===== src/rtl/mra_arb_pkg.sv =====
// Shared configuration, types and round-robin helper for the MRA port arbiter.
package mra_arb_pkg;

  localparam int unsigned ADDR_WIDTH = 64;
  localparam int unsigned DATA_WIDTH = 512;
  localparam int unsigned NUM_REQ    = 3;   // 0 = tc_fsm, 1 = PF, 2 = SIMD
  localparam int unsigned MAX_OUTST  = 8;   // tag FIFO depth, power of 2
  localparam int unsigned REQ_IDX_W  = (NUM_REQ > 1) ? $clog2(NUM_REQ) : 1;
  localparam int unsigned CNT_W      = $clog2(MAX_OUTST) + 1;

  typedef logic [REQ_IDX_W-1:0] req_idx_t;
  typedef logic [NUM_REQ-1:0]   req_vec_t;

  // First set index at or after ptr, wrapping; returns ptr when nothing is set.
  function automatic req_idx_t rr_pick(input req_vec_t valid, input req_idx_t ptr);
    req_idx_t    res;
    req_idx_t    cand;
    logic        found;
    int unsigned idx;
    res   = ptr;
    found = 1'b0;
    for (int unsigned k = 0; k < NUM_REQ; k++) begin
      idx  = (32'(ptr) + k) % NUM_REQ;
      cand = req_idx_t'(idx);
      if (!found && valid[cand]) begin
        res   = cand;
        found = 1'b1;
      end
    end
    return res;
  endfunction

endpackage


===== src/rtl/mra_port_arbiter_if.sv =====
// Requester and MRA-side bundle for the MRA port arbiter.
interface mra_port_arbiter_if;
  import mra_arb_pkg::*;

  logic [NUM_REQ*ADDR_WIDTH-1:0] req_addr;
  req_vec_t                      req_rw;
  req_vec_t                      req_valid;
  req_vec_t                      req_ready;
  logic [DATA_WIDTH-1:0]         rsp_data;
  req_vec_t                      rsp_valid;
  logic [ADDR_WIDTH-1:0]         MRA_req_addr;
  logic                          MRA_rw;
  logic                          MRA_req_valid;
  logic                          MRA_ready;
  logic [DATA_WIDTH-1:0]         MRA_rsp_data;
  logic                          MRA_rsp_valid;
  logic [CNT_W-1:0]              outst_cnt;
  logic                          err_unexp_rsp;

  // master: requesters plus MRA; slave: the arbiter itself
  modport master (
    output req_addr, req_rw, req_valid, MRA_ready, MRA_rsp_data, MRA_rsp_valid,
    input  req_ready, rsp_data, rsp_valid, MRA_req_addr, MRA_rw, MRA_req_valid,
           outst_cnt, err_unexp_rsp
  );

  modport slave (
    input  req_addr, req_rw, req_valid, MRA_ready, MRA_rsp_data, MRA_rsp_valid,
    output req_ready, rsp_data, rsp_valid, MRA_req_addr, MRA_rw, MRA_req_valid,
           outst_cnt, err_unexp_rsp
  );

endinterface


===== src/rtl/mra_tag_fifo.sv =====
// In-order FIFO of requester indices for reads in flight to the MRA.
module mra_tag_fifo
  import mra_arb_pkg::*;
#(
  parameter int unsigned Depth = MAX_OUTST
) (
  input  logic                     clk,
  input  logic                     rst_n,
  input  logic                     push,
  input  req_idx_t                 push_idx,
  input  logic                     pop,
  output req_idx_t                 head,
  output logic                     full,
  output logic                     empty,
  output logic [$clog2(Depth):0]   count
);

  localparam int unsigned PtrW = $clog2(Depth);

  req_idx_t        mem_q [Depth];
  logic [PtrW-1:0] wr_ptr_q, rd_ptr_q;
  logic [PtrW:0]   count_q;
  logic            do_push, do_pop;

  always_comb begin
    empty   = (count_q == '0);
    full    = (count_q == (PtrW+1)'(Depth));
    do_pop  = pop && !empty;
    do_push = push && (!full || do_pop);
    head    = mem_q[rd_ptr_q];
    count   = count_q;
  end

  always_ff @(posedge clk or negedge rst_n) begin
    if (!rst_n) begin
      wr_ptr_q <= '0;
      rd_ptr_q <= '0;
      count_q  <= '0;
    end else begin
      if (do_push) wr_ptr_q <= wr_ptr_q + 1'b1;
      if (do_pop)  rd_ptr_q <= rd_ptr_q + 1'b1;
      if (do_push && !do_pop)      count_q <= count_q + 1'b1;
      else if (do_pop && !do_push) count_q <= count_q - 1'b1;
    end
  end

  always_ff @(posedge clk) begin
    if (do_push) mem_q[wr_ptr_q] <= push_idx;
  end

endmodule


===== src/rtl/mra_port_arbiter.sv =====
// Round-robin arbiter sharing the MRA port, with stall lock and in-order response steering.
module mra_port_arbiter
  import mra_arb_pkg::*;
(
  input logic               clk,
  input logic               rst_n,
  mra_port_arbiter_if.slave bus
);

  req_idx_t              rr_ptr_q, rr_ptr_d;
  req_idx_t              lock_idx_q, lock_idx_d;
  logic                  lock_q, lock_d;
  req_idx_t              grant;
  req_vec_t              elig;
  req_vec_t              ready;
  logic                  mra_valid, transfer, grant_rw;
  logic [ADDR_WIDTH-1:0] grant_addr;
  logic                  fifo_push, fifo_pop, fifo_full, fifo_empty;
  req_idx_t              fifo_head;
  logic [CNT_W-1:0]      fifo_count;
  logic [DATA_WIDTH-1:0] rsp_data_q;
  req_vec_t              rsp_valid_q, rsp_valid_d;
  logic                  err_q;

  always_comb begin
    // Gating with rst_n keeps the combinational outputs at 0 while reset is held.
    elig       = bus.req_valid & (bus.req_rw | {NUM_REQ{!fifo_full}}) & {NUM_REQ{rst_n}};
    grant      = lock_q ? lock_idx_q : rr_pick(elig, rr_ptr_q);
    mra_valid  = lock_q || (|elig);
    grant_addr = '0;
    grant_rw   = 1'b0;
    ready      = '0;
    for (int unsigned i = 0; i < NUM_REQ; i++) begin
      if (mra_valid && grant == req_idx_t'(i)) begin
        grant_addr = bus.req_addr[i*ADDR_WIDTH +: ADDR_WIDTH];
        grant_rw   = bus.req_rw[i];
        ready[i]   = bus.MRA_ready;
      end
    end
    transfer   = mra_valid && bus.MRA_ready;
    fifo_push  = transfer && !grant_rw;
    fifo_pop   = bus.MRA_rsp_valid && !fifo_empty;

    rr_ptr_d   = rr_ptr_q;
    lock_d     = lock_q;
    lock_idx_d = lock_idx_q;
    if (transfer) begin
      rr_ptr_d = (grant == req_idx_t'(NUM_REQ-1)) ? '0 : grant + 1'b1;
      lock_d   = 1'b0;
    end else if (mra_valid) begin
      lock_d     = 1'b1;
      lock_idx_d = grant;
    end
    rsp_valid_d = fifo_pop ? (req_vec_t'(1) << fifo_head) : '0;
  end

  always_ff @(posedge clk or negedge rst_n) begin
    if (!rst_n) begin
      rr_ptr_q    <= '0;
      lock_q      <= 1'b0;
      lock_idx_q  <= '0;
      rsp_data_q  <= '0;
      rsp_valid_q <= '0;
      err_q       <= 1'b0;
    end else begin
      rr_ptr_q    <= rr_ptr_d;
      lock_q      <= lock_d;
      lock_idx_q  <= lock_idx_d;
      rsp_data_q  <= bus.MRA_rsp_data;
      rsp_valid_q <= rsp_valid_d;
      if (bus.MRA_rsp_valid && fifo_empty) err_q <= 1'b1;
    end
  end

  mra_tag_fifo #(
    .Depth (MAX_OUTST)
  ) u_tag_fifo (
    .clk      (clk),
    .rst_n    (rst_n),
    .push     (fifo_push),
    .push_idx (grant),
    .pop      (fifo_pop),
    .head     (fifo_head),
    .full     (fifo_full),
    .empty    (fifo_empty),
    .count    (fifo_count)
  );

  assign bus.req_ready     = ready;
  assign bus.MRA_req_valid = mra_valid;
  assign bus.MRA_req_addr  = grant_addr;
  assign bus.MRA_rw        = grant_rw;
  assign bus.rsp_data      = rsp_data_q;
  assign bus.rsp_valid     = rsp_valid_q;
  assign bus.outst_cnt     = fifo_count;
  assign bus.err_unexp_rsp = err_q;

endmodule


===== src/flat_wrapper.sv =====
// flat-port wrapper written by rule: the top's interface ports become plain ports
module mra_port_arbiter_flat import mra_arb_pkg::*;
  (clk, rst_n, bus_req_addr, bus_req_rw, bus_req_valid, bus_MRA_ready, bus_MRA_rsp_data, bus_MRA_rsp_valid, bus_req_ready, bus_rsp_data, bus_rsp_valid, bus_MRA_req_addr, bus_MRA_rw, bus_MRA_req_valid, bus_outst_cnt, bus_err_unexp_rsp);
  mra_port_arbiter_if bus_i ();
  input logic clk;
  input logic rst_n;
  input wire logic [$bits(bus_i.req_addr)-1:0] bus_req_addr;
  input wire logic [$bits(bus_i.req_rw)-1:0] bus_req_rw;
  input wire logic [$bits(bus_i.req_valid)-1:0] bus_req_valid;
  input wire logic [$bits(bus_i.MRA_ready)-1:0] bus_MRA_ready;
  input wire logic [$bits(bus_i.MRA_rsp_data)-1:0] bus_MRA_rsp_data;
  input wire logic [$bits(bus_i.MRA_rsp_valid)-1:0] bus_MRA_rsp_valid;
  output wire logic [$bits(bus_i.req_ready)-1:0] bus_req_ready;
  output wire logic [$bits(bus_i.rsp_data)-1:0] bus_rsp_data;
  output wire logic [$bits(bus_i.rsp_valid)-1:0] bus_rsp_valid;
  output wire logic [$bits(bus_i.MRA_req_addr)-1:0] bus_MRA_req_addr;
  output wire logic [$bits(bus_i.MRA_rw)-1:0] bus_MRA_rw;
  output wire logic [$bits(bus_i.MRA_req_valid)-1:0] bus_MRA_req_valid;
  output wire logic [$bits(bus_i.outst_cnt)-1:0] bus_outst_cnt;
  output wire logic [$bits(bus_i.err_unexp_rsp)-1:0] bus_err_unexp_rsp;
  assign bus_i.req_addr = bus_req_addr;
  assign bus_i.req_rw = bus_req_rw;
  assign bus_i.req_valid = bus_req_valid;
  assign bus_i.MRA_ready = bus_MRA_ready;
  assign bus_i.MRA_rsp_data = bus_MRA_rsp_data;
  assign bus_i.MRA_rsp_valid = bus_MRA_rsp_valid;
  assign bus_req_ready = bus_i.req_ready;
  assign bus_rsp_data = bus_i.rsp_data;
  assign bus_rsp_valid = bus_i.rsp_valid;
  assign bus_MRA_req_addr = bus_i.MRA_req_addr;
  assign bus_MRA_rw = bus_i.MRA_rw;
  assign bus_MRA_req_valid = bus_i.MRA_req_valid;
  assign bus_outst_cnt = bus_i.outst_cnt;
  assign bus_err_unexp_rsp = bus_i.err_unexp_rsp;
  mra_port_arbiter u_core (.clk(clk), .rst_n(rst_n), .bus(bus_i));
endmodule

===== config.mk =====
export PLATFORM = sky130hd
export DESIGN_NAME = mra_port_arbiter_flat
export DESIGN_NICKNAME = d
export VERILOG_FILES = /design/src/rtl/mra_arb_pkg.sv /design/src/rtl/mra_port_arbiter_if.sv /design/src/rtl/mra_tag_fifo.sv /design/src/rtl/mra_port_arbiter.sv /design/src/flat_wrapper.sv
export SDC_FILE = /design/constraint.sdc
export NUM_CORES = 1
export LEC_CHECK = 0
export ABC_AREA = 1
export CAP_MARGIN = 20
export CORE_AREA = 5 5 508 510
export DETAILED_ROUTE_END_ITERATION = 10
export DIE_AREA = 0 0 513 515
export GPL_TIMING_DRIVEN = 0
export PLACE_DENSITY = 0.3
export SLEW_MARGIN = 20
export SYNTH_ARGS = -nofsm -noshare
export SYNTH_HDL_FRONTEND = slang
export SYNTH_SLANG_ARGS = --single-unit

===== constraint.sdc =====
create_clock -name clk -period 4.4 [get_ports clk]
set_input_delay 0.88 -clock clk [delete_from_list [all_inputs] [get_ports clk]]
set_output_delay 0.88 -clock clk [all_outputs]
set_load 0.01 [all_outputs]

## Word level (Yosys, flattened, before mapping)

Memory sizes are Yosys's and may differ from the RTL's.
Index checks and enable logic that the tools add are counted.

- RAM bits: 16
- Bits in registers: 531
- Memories: 1
- Output and inout bits: 589

Memory list:

| name | words | width | rd ports | clocked after memory_dff | write ports | RTL line | text |
|---|---|---|---|---|---|---|---|
| u_core.u_tag_fifo.mem_q | 8 | 2 | 1 | 0 | 1 | mra_tag_fifo.sv:20 | `req_idx_t mem_q [Depth];` |

- Bitwise gates (word level): 4
- Reductions and logical operators: 28
- Divide/modulo/power cells: 3
- Equality and inequality tests: 3
- $add $sub $neg: 7
- Multiplexer cells: 29
- Shift operators: 1
- Order comparisons: 3

Operators with widths:

| operator | count |
|---|---|
| $mux W64 | 3 |
| $mod A32 B2 Y32 const B | 2 |
| $mod A2 B2 Y32 const B | 1 |
| $mux W1 | 15 |
| $logic_and A1 B1 Y1 | 13 |
| $mux W2 | 5 |
| $lt A2 B3 Y1 const B | 3 |
| $mux W4 | 2 |
| $logic_not A1 Y1 | 7 |
| $add A3 B1 Y3 const B | 2 |
| $and A3 B3 Y3 | 2 |
| $bmux W1 S2 | 3 |
| $add A4 B1 Y4 const B | 1 |
| $eq A4 B4 Y1 const B | 1 |
| $logic_not A4 Y1 | 1 |
| $reduce_bool A2 Y1 | 2 |
| $sub A4 B1 Y4 const B | 1 |
| $add A2 B1 Y3 const B | 1 |
| $add A2 B2 Y3 const B | 1 |
| $mux W3 | 1 |
| $or A3 B3 Y3 | 1 |
| $reduce_or A3 Y1 | 1 |
| $shl A1 B2 Y3 const A | 1 |
| $add A2 B1 Y2 const B | 1 |
| other kinds (6) | 7 |

## Depth between registers and ports, before layout

Gate-level depths: netlist of the first run.

- Word-level depth: 27
- Mapped depth: 27
- Depth with buffers taken out: 27

## By module

A second synthesis of the first run with hierarchy kept.

- Cells, all modules: 1027
- Area, all modules: 16203.0 um^2

By module, submodules not included:

| module | instances | seq. area each (um^2) | cells each | area each (um^2) |
|---|---|---|---|---|
| mra_port_arbiter | 1 | 13037.5 | 895 | 14915.6 |
| mra_tag_fifo | 1 | 730.7 | 132 | 1287.5 |

## Least setup slack after synthesis of the first run

Ideal clock, no wire load.

- Path kind: in2reg
- Start point: input bus_req_rw[0]
- End point: register u_core.u_tag_fifo.count_q[3] (netlist: u_core.u_tag_fifo.count[3])
- Stages: 23
- Required time: 4.271 ns
- Setup slack: 0.832 ns
- Data arrival time: 3.440 ns
- Buffers on the path: 0
- Path through: inv_1 > nand3_1 > nand3_1 > nand3_1 > nand2_1 > nand3_1 > nand2_1 > o21bai_4 > nor2_1 > nand3_1 > nand2_1 > nand2_1 > nand2_1 > inv_1 > ha_1 > inv_1 > ha_1 > a21o_1 > a21oi_1 > nand2_1 > nand2_1 > nor2_1 > xor2_1

- Longest elaborated chain between the ends: 24

Ends and longest elaborated chain:

| item | RTL line | text |
|---|---|---|
| start, declared | flat_wrapper.sv:8 | `input wire logic [$bits(bus_i.req_rw)-1:0] bus_req_rw;` |
| $or A3 B3 Y3 (*) | mra_port_arbiter.sv:27 | `elig = bus.req_valid & (bus.req_rw \| {NUM_REQ{!fifo_full}}) & {NUM_REQ{rst_n}};` |
| $and A3 B3 Y3 (*) (2 in series) | mra_port_arbiter.sv:27 |  |
| $bmux W1 S2 | mra_arb_pkg.sv:25 | `if (!found && valid[cand]) begin` |
| $mux W1 (not written as such) | mra_arb_pkg.sv:25 |  |
| $mux W1 | mra_arb_pkg.sv:25 |  |
| $logic_not A1 Y1 | mra_arb_pkg.sv:25 |  |
| $logic_and A1 B1 Y1 | mra_arb_pkg.sv:25 |  |
| $mux W1 | mra_arb_pkg.sv:25 |  |
| [4 not listed] | - |  |
| net u_core.grant[1] | mra_port_arbiter.sv:13 | `req_idx_t grant;` |
| [4 not listed] | - |  |
| $mux W1 (*) | mra_port_arbiter.sv:34 | `if (mra_valid && grant == req_idx_t'(i)) begin` |
| $logic_not A1 Y1 (*) | mra_port_arbiter.sv:41 | `fifo_push = transfer && !grant_rw;` |
| $logic_and A1 B1 Y1 (*) | mra_port_arbiter.sv:41 |  |
| $logic_and A1 B1 Y1 (*) | mra_tag_fifo.sv:29 | `do_push = push && (!full \|\| do_pop);` |
| net u_core.u_tag_fifo.do_push | mra_tag_fifo.sv:23 | `logic do_push, do_pop;` |
| $logic_not A1 Y1 | mra_tag_fifo.sv:43 | `else if (do_pop && !do_push) count_q <= count_q - 1'b1;` |
| $logic_and A1 B1 Y1 | mra_tag_fifo.sv:43 |  |
| $reduce_bool A2 Y1 (no source line) | - |  |
| end signal, assigned | mra_tag_fifo.sv:42 | `if (do_push && !do_pop) count_q <= count_q + 1'b1;` |
| end signal, assigned | mra_tag_fifo.sv:43 |  |
| end, declared | mra_tag_fifo.sv:22 | `logic [PtrW:0] count_q;` |

Mark *: on every way through the listed nets, which the timed path passes. The rest lies on a longest branch. The select of a mux whose other input is x is not followed.
A chain may end at the register's enable or synchronous reset.

## Final worst setup path of the first run

- Start point: input rst_n
- End point: output bus_MRA_req_addr[57]

- Longest elaborated chain between the ends: 16

Ends and longest elaborated chain:

| item | RTL line | text |
|---|---|---|
| start, declared | flat_wrapper.sv:6 | `input logic rst_n;` |
| $and A3 B3 Y3 (*) | mra_port_arbiter.sv:27 |  |
| $bmux W1 S2 | mra_arb_pkg.sv:25 |  |
| $mux W1 (not written as such) | mra_arb_pkg.sv:25 |  |
| $mux W1 | mra_arb_pkg.sv:25 |  |
| $logic_not A1 Y1 | mra_arb_pkg.sv:25 |  |
| $logic_and A1 B1 Y1 | mra_arb_pkg.sv:25 |  |
| $mux W1 | mra_arb_pkg.sv:25 |  |
| $logic_not A1 Y1 | mra_arb_pkg.sv:25 |  |
| $logic_and A1 B1 Y1 | mra_arb_pkg.sv:25 |  |
| $mux W2 (*) | mra_arb_pkg.sv:25 |  |
| $mux W2 (*) | mra_port_arbiter.sv:28 | `grant = lock_q ? lock_idx_q : rr_pick(elig, rr_ptr_q);` |
| net u_core.grant[1] | mra_port_arbiter.sv:13 |  |
| $logic_not A2 Y1 | mra_port_arbiter.sv:34 |  |
| $logic_and A1 B1 Y1 | mra_port_arbiter.sv:34 |  |
| $mux W64 (2 in series) | mra_port_arbiter.sv:34 |  |
| $mux W64 (*) | mra_port_arbiter.sv:34 |  |
| end, declared | flat_wrapper.sv:16 | `output wire logic [$bits(bus_i.MRA_req_addr)-1:0] bus_MRA_req_addr;` |

Marked as above.

==> summary.txt, run 1 <==
Run status
  – Status: complete, no violations

Clock tree
  – H-tree depth: 3
  – Clock transition at the registers of the reported paths: 0.06 ns
  – CTS tree: done
  – Root Buffer: clkbuf_16
  – Clk_lat worst skew: 0.68 ns
  – CTS Buf Count: 80
  – Clk sinks: 547
  – Clk buf depth: 3

Pwr
  – Maximum vdd ir drop: a little under 0.0003 V
  – Leakage: approximately 15 nW
  – Pwr dens: 510 nW/um^2

Timing
  – Worst setup margin: 0.0675 ns
  – RSZ-0062 raised after global routing: true
  – Minimum clock period: 4.33 ns
  – Slew at the pin closest to its max-slew limit: roughly 0.65 ns
  – Max-slew headroom: 0.565
  – Fin crit share: 0.985
  – Final setup viols: 0
  – Fmax: 231 MHz
  – Skew final: 0.00531 ns
  – Final hold vios: 0
  – Fin. max-slew vios: 0
  – Final hold slack: 0.103 ns

GRT
  – First-pass GRT wire length: roughly 210 mm
  – Vias in the first global route: 16.3k
  – Total gr overflow: 0
  – Largest net degree at the start of global routing: 70
  – Initial antenna violation count: 178
  – Total global-route track usage: 0.128

Setup path
  – Cell chain of the critical path: buf_16 > buf_16 > buf_16 > buf_16 > nand2_1 > inv_1 > nand3_2 > nand2_2 > nand2_2 > nand2_2 > nand3_2 > nand2_2 > o21bai_4 > inv_2 > nor3_4 > buf_6 > buf_8 > buf_12 > nand2_1 > nand3_1 > dlygate4sd2_1
  – WS Path Type: input pin to output port
  – CP Buf/Inv Count: 10
  – Critical path endpoint category: output port
  – Crit-path max FO: 5
  – CP required: around 3.5 ns
  – Startpoint Class: input pin
  – Top delay family on crit path: buffers and inverters
  – CP max-delay cell: dlygate4sd2_1
  – Worst EP arrival: 3.45 ns
  – CP peak stage delay: about 0.27 ns

Floorplan
  – Die area: 264,000 sq um
  – Initial Util: 0.0635
  – Chip Height: 515 um
  – Die X-Extent: 513 um
  – Row count: 185
  – I/O Pins: ~1.3k
  – Core ar.: 253,000 sq um

Logic synthesis
  – Mapped cell area: 16,100 sq um
  – Sequential-to-total area share from yosys stat: 0.858
  – Area share of the largest cell type after synthesis: 0.828
  – Yosys warns: 0
  – Mean Syn Cell Area: approximately 16 sq um
  – Post-Syn Nets: 1,756
  – Synth area leader: dfrtp_1
  – Post-synth cell types: 33
  – Gate Count Post-Synth: roughly 1.0k
  – Synth area leaders: dfrtp_1 (83%), nand3_1 (4.7%), nand2_1 (4.3%)
  – Yosys reg bits: ~550

Finish
  – Area growth syn-to-layout: 132%
  – Nets: between 3k and 4k
  – Share of cells above drive strength 1: 0.136

Placement
  – IO buf count: 1,302
  – HPWL after detailed placement: 153 mm
  – GPL Wtd Cong: 0.872
  – Pre-CTS WS: -2.62 ns

Routing
  – WL per Instance: 29.9 um
  – DR iter-0 viols: 612
  – DR WL met3: between 20 and 25 mm
  – Drt drc: 0
  – Final wirelength: 176 mm
  – First-pass detailed-route iteration total: 4
  – Drt via density: 2.57
  – Remaining antenna violation count: 0
  – Vias: 15.2k
  – Met2 wire length: between 90 and 100 mm
  – Top sig layer: met5
  – Routed length on met1: 57.7 mm

Hold path
  – Class of the worst hold path: input pin to asynchronous set/reset pin

Flow run
  – Max_cap viols: 0
==> layer usage <==
layer  track usage  vias up
met5             0        -
met4        0.0346       30
met3        0.0665      423
met2         0.241     1207
met1         0.122     7260
li1              -     6233
==> report_power, final <==
group / total (mW) / internal [mW] / switching [mW] / leakage [nW]
registers: 5.59 / 5.43 / 0.158 / 6.34
logic: 6.58 / 2.73 / 3.85 / 7.00
clock network: 6.81 / 4.03 / 2.78 / 1.32
total: 19.0 / 12.2 / 6.79 / 14.7
==> kinds of logic after synthesis <==
| logic type | Yosys count | share of synthesized area |
|---|---|---|
| compound gates | 22 | 0.00943 |
| xor+xnor | 6 | 0.00327 |
| fa+ha+maj | 8 | 0.00670 |
| buf+inv | 68 | 0.0175 |
| flops | 547 | 0.858 |
| mux | 1 | 0.000624 |
| simple gates | 382 | 0.105 |
==> cell type report <==
cell class	instances	area, sq um
Clock inverter	33	510
Timing Repair Buffer	1345	13600
Inverter	38	145
Buffer	30	292
Multi-Input combinational cell	419	2480
Sequential cell	547	13800
Clock buffer	106	2210
Antenna cell	9	22.5
Tap cell	3366	4210
Fill cell	28300	216000
==> placed cells by master (no fill, tap or decap), types with 23 or more instances in the layout <==
| master | instances |
|---|---|
| clkbuf_2 | 30 |
| inv_1 | 28 |
| buf_4 | 34 |
| nand2_2 | 23 |
| dfrtp_1 | 527 |
| clkdlybuf4s50_1 | 1234 |
| nand2_1 | 149 |
| nand3_1 | 118 |
| nor2_1 | 31 |
| clkbuf_16 | 81 |
==> state kept, by name, summed over array words and instances, names as in the netlist <==
name                        flops
u_core.bus.err_unexp_rsp        1
u_core.bus.rsp_data           512
u_core.bus.rsp_valid            3
u_core.lock_idx_q               2
u_core.lock_q                   1
u_core.rr_ptr_q                 2
u_core.u_tag_fifo.count         4
u_core.u_tag_fifo.mem_q        16
u_core.u_tag_fifo.rd_ptr_q      3
u_core.u_tag_fifo.wr_ptr_q      3
==> path summary, 6_finish.rpt <==
| kind | from | to | slack, ns | cells past startpoint |
|---|---|---|---|---|
| max in group asynchronous | rst_n | u_core.bus.rsp_data[37] | 2.97 | 5 |
| min reg2reg | u_core.lock_idx_q[0] | u_core.lock_idx_q[0] | 0.48 | 2 |
| max reg2reg | u_core.u_tag_fifo.count[0] | u_core.u_tag_fifo.count[3] | 0.67 | 24 |
| min in group clk | u_core.lock_idx_q[0] | u_core.lock_idx_q[0] | 0.48 | 2 |
| min | rst_n | u_core.bus.rsp_data[90] | 0.10 | 1 |
| max | rst_n | bus_MRA_req_addr[57] | 0.07 | 21 |
==> synthesized netlist by cell type <==
cell      instances
o21bai_4          1
nand4_1           7
buf_2            18
dfrtp_1         531
o221ai_1          1
nand3_2           1
nor3_4            1
a21o_1            1
nand2_2           1
xor2_1            4
ha_1              7
nor3_1            2
nor2_1           32
clkbuf_1         10
a21oi_2           1
o22ai_1           2
nand2_1         183
o21ai_1           1
a21oi_1           2
mux2i_1           1
xnor2_1           2
nand3_1         152
buf_4             1
fa_1              1
o32ai_1           3
inv_2             2
inv_1            36
o21ai_0           9
buf_1             1
a31o_2            1
edfxtp_1         16
nor4_1            1
nor2_4            2
==> through the flow <==
stage | instance area, sq um | cells | TNS, ns | util | power (mW)
after global routing | 37200 | 5888 | -0.791 | 0.147 | 20.1
after floorplan | 16100 | 1034 | 0 | - | 7.67
after global placement | 33300 | 5702 | - | 0.132 | 12.0
after detailed placement | 33500 | 5710 | -157.59 | 0.133 | 11.9
final | 37200 | 5893 | 0 | 0.147 | 19.0
after CTS | 37200 | 5875 | -0.00282 | 0.147 | 19.5
==> repair_timing <==
| item | CTS | global route |
|---|---|---|
| hold endpoints to repair | 10 | 0 |
| hold buffers | 1 | 0 |
| setup endpoints to repair | 72 | 64 |
| buffers inserted | 16 | 8 |
| resized for setup | 291 | 121 |
| gates cloned | 9 | 1 |
| pin swaps | 8 | 11 |
(Power assumes the default switching activity.)
==> run 2, diff against run 1 <==
Settings changed: CORE_AREA 5 5 508 510 to 5 5 511 513, DIE_AREA 0 0 513 515 to 0 0 516 518.
==> run 2 against run 1 <==
The flow now finishes with violations (negative setup slack). Combinational power is 30% higher. Worst hold slack better by 0.033 ns. Non-clock buffer count is 41 higher. Via count is 2.9% lower. Routed wire length is 21% lower. Critical path depth is 3 lower. Largest power group is now combinational cells.
==> summary.txt, run 2 (synthesis results as in run 1) <==
Pwr
  – Pint: approximately 14 mW
  – Sw power: 7.33 mW
  – Combinational share of power: 0.408
  – Clock share of power: 0.325
  – Sw frac: 0.350
  – Sequential share of power: 0.267
  – Overall power: 21.0 mW
  – Pwr dens: 539 nW/um^2
  – Maximum vdd ir drop: 0.000408 V
  – Leakage: roughly 16 nW

Routing
  – Final wirelength: 138 mm
  – Vias: 14.7k
  – Drt drc: 0
  – Drt via density: 2.47
  – WL per Instance: 23.2 um
  – DR WL met3: 16.1 mm
  – Met2 wire length: 72.3 mm
  – Routed length on met1: 43.8 mm
  – First-pass detailed-route iteration total: 5
  – Top sig layer: met5
  – Remaining antenna violation count: 0
  – DR iter-0 viols: between 400 and 500

Timing
  – Final hold vios: 0
  – Fmax: between 200 and 250 MHz
  – Fin. max-slew vios: 0
  – Setup TNS: -0.0516 ns
  – Final setup viols: 3
  – Minimum clock period: between 4 and 5 ns
  – Final hold slack: 0.137 ns
  – RSZ-0062 raised after global routing: true
  – Slew at the pin closest to its max-slew limit: between 0.8 and 0.9 ns
  – Worst setup margin: -0.0326 ns
  – Max-slew headroom: 0.462
  – Skew final: 0.0220 ns
  – Fin crit share: 1.01

Clock tree
  – Clk sinks: approximately 550
  – CTS Buf Count: 79
  – CTS tree: done
  – H-tree depth: 3
  – Root Buffer: clkbuf_16
  – Clk buf depth: 3
  – Clock transition at the registers of the reported paths: 0.06 ns
  – Clk_lat worst skew: slightly below 0.7 ns

Finish
  – Fin area: a little under 40,000 sq um
  – Fin cells: 5,960
  – Area growth syn-to-layout: 142%
  – Commonest non-fill, non-tap cell in the layout: clkdlybuf4s50_1
  – Final Util: 0.152
  – Number of fill cells in the layout: 28.4k
  – Max reg flops: 512
  – Commonest non-fill, non-tap cells in the layout: clkdlybuf4s50_1 (1,234), dfrtp_1 (529), nand2_1 (89)
  – Nets: 3,223
  – Share of cells above drive strength 1: 0.196

GRT
  – Largest net degree at the start of global routing: 83
  – Vias in the first global route: 16.5k
  – Total gr overflow: 0
  – Total global-route track usage: 0.0997
  – Initial antenna violation count: 82
  – First-pass GRT wire length: 174 mm

Setup path
  – Worst EP arrival: 3.55 ns
  – CP required: 3.52 ns
  – WS Path Type: input pin to output port
  – Crit-path max FO: 5
  – Cell chain of the critical path: clkdlybuf4s50_1 > inv_1 > nand3_2 > nand4_1 > inv_1 > a21oi_4 > nand4_1 > nand2_1 > inv_1 > nand2_2 > nand2_4 > nor3_4 > buf_6 > buf_6 > buf_6 > nand2_4 > nand3_4 > buf_6
  – CP peak stage delay: about 0.4 ns
  – CP max-delay cell: clkdlybuf4s50_1
  – CP dominant cell by count: buf_6
  – Startpoint Class: input pin
  – Critical path endpoint category: output port

Floorplan
  – Row count: 186
  – Core ar.: approximately 260,000 sq um
  – Die X-Extent: roughly 520 um
  – Chip Height: approximately 520 um
  – I/O Pins: 1,303
  – Die area: 267,000 sq um
  – Initial Util: 0.0628

Hold path
  – Class of the worst hold path: input pin to asynchronous set/reset pin

Placement
  – Dpl cells: approximately 5.7k
  – Post-placement cell area: between 30,000 and 40,000 sq um
  – GPL Wtd Cong: 0.858
  – Pre-CTS WS: -2.80 ns
  – IO buf count: 1,302
  – HPWL after detailed placement: around 110 mm

Run status
  – Failing checks: negative setup slack
  – Status: finished with violations

Flow run
  – Max_cap viols: 0
run 2: cell types whose count changed in the layout (fill, tap and decap cells not counted), sizes merged, moves of 3 or more:
cell           delta
clkinvlp          +5
clkdlybuf4s15     -3
dlygate4sd2       -7
buf              +80
clkbuf           -33
diode             +6
inv               +3
run 2: worst max-delay path: cells and delay by family:
kind | cells | cell delay, ns
compound gates | 1 | 0.17
buf+inv | 8 | 1.33
simple gates | 9 | 1.16
run 2: power by group through the flow:
stage | logic [mW] | clock network (mW) | registers (mW)
final | 8.55 | 6.81 | 5.59
after global routing | 9.14 | 7.33 | 5.62
after CTS | 8.02 | 7.22 | 5.60
after detailed placement | 6.07 | 0 | 5.70
after global placement | 6.17 | 0 | 5.73
after floorplan | 1.88 | 0 | 5.80
run 2: cell type report:
class,count,area (sq um),area share
repair buffers,1393,14500,0.372
flip-flops and latches,547,13800,0.354
well taps,3384,4230,0.109
multi-input cells,419,3220,0.0827
clock buffers,101,2210,0.0568
clock inverters,40,529,0.0136
plain buffers,23,293,0.00753
inverters,38,143,0.00367
diodes,15,37.5,0.000965
run 2: routing by layer:
layer,vias to the layer above,track usage
met1,7081,0.0905
met5,-,0
met3,232,0.0497
met2,1020,0.187
li1,6319,-
met4,62,0.0390
run 2: repair_timing:
| action | CTS | global route |
|---|---|---|
| hold buffers | 2 | 0 |
| endpoints found under the setup margin | 89 | 69 |
| setup buffers | 64 | 11 |
| pin swaps | 23 | 48 |
| resized for setup | 541 | 196 |
| endpoints found under the hold margin | 11 | 0 |
| cloned | 13 | 2 |
run 2: path summary, 6_finish.rpt:
path / from / to / slack (ns) / depth (start not counted)
worst max-delay path: bus_req_rw[2] / bus_MRA_req_addr[7] / -0.03 / 18
worst min-delay path: rst_n / u_core.bus.rsp_data[386] / 0.14 / 1
worst max register to register: u_core.rr_ptr_q[1] / u_core.u_tag_fifo.count[3] / 0.36 / 23
worst min register to register: u_core.bus.err_unexp_rsp / u_core.bus.err_unexp_rsp / 0.48 / 1
max in group asynchronous: rst_n / u_core.bus.rsp_data[43] / 3.13 / 4
min in group clk: u_core.bus.err_unexp_rsp / u_core.bus.err_unexp_rsp / 0.48 / 1
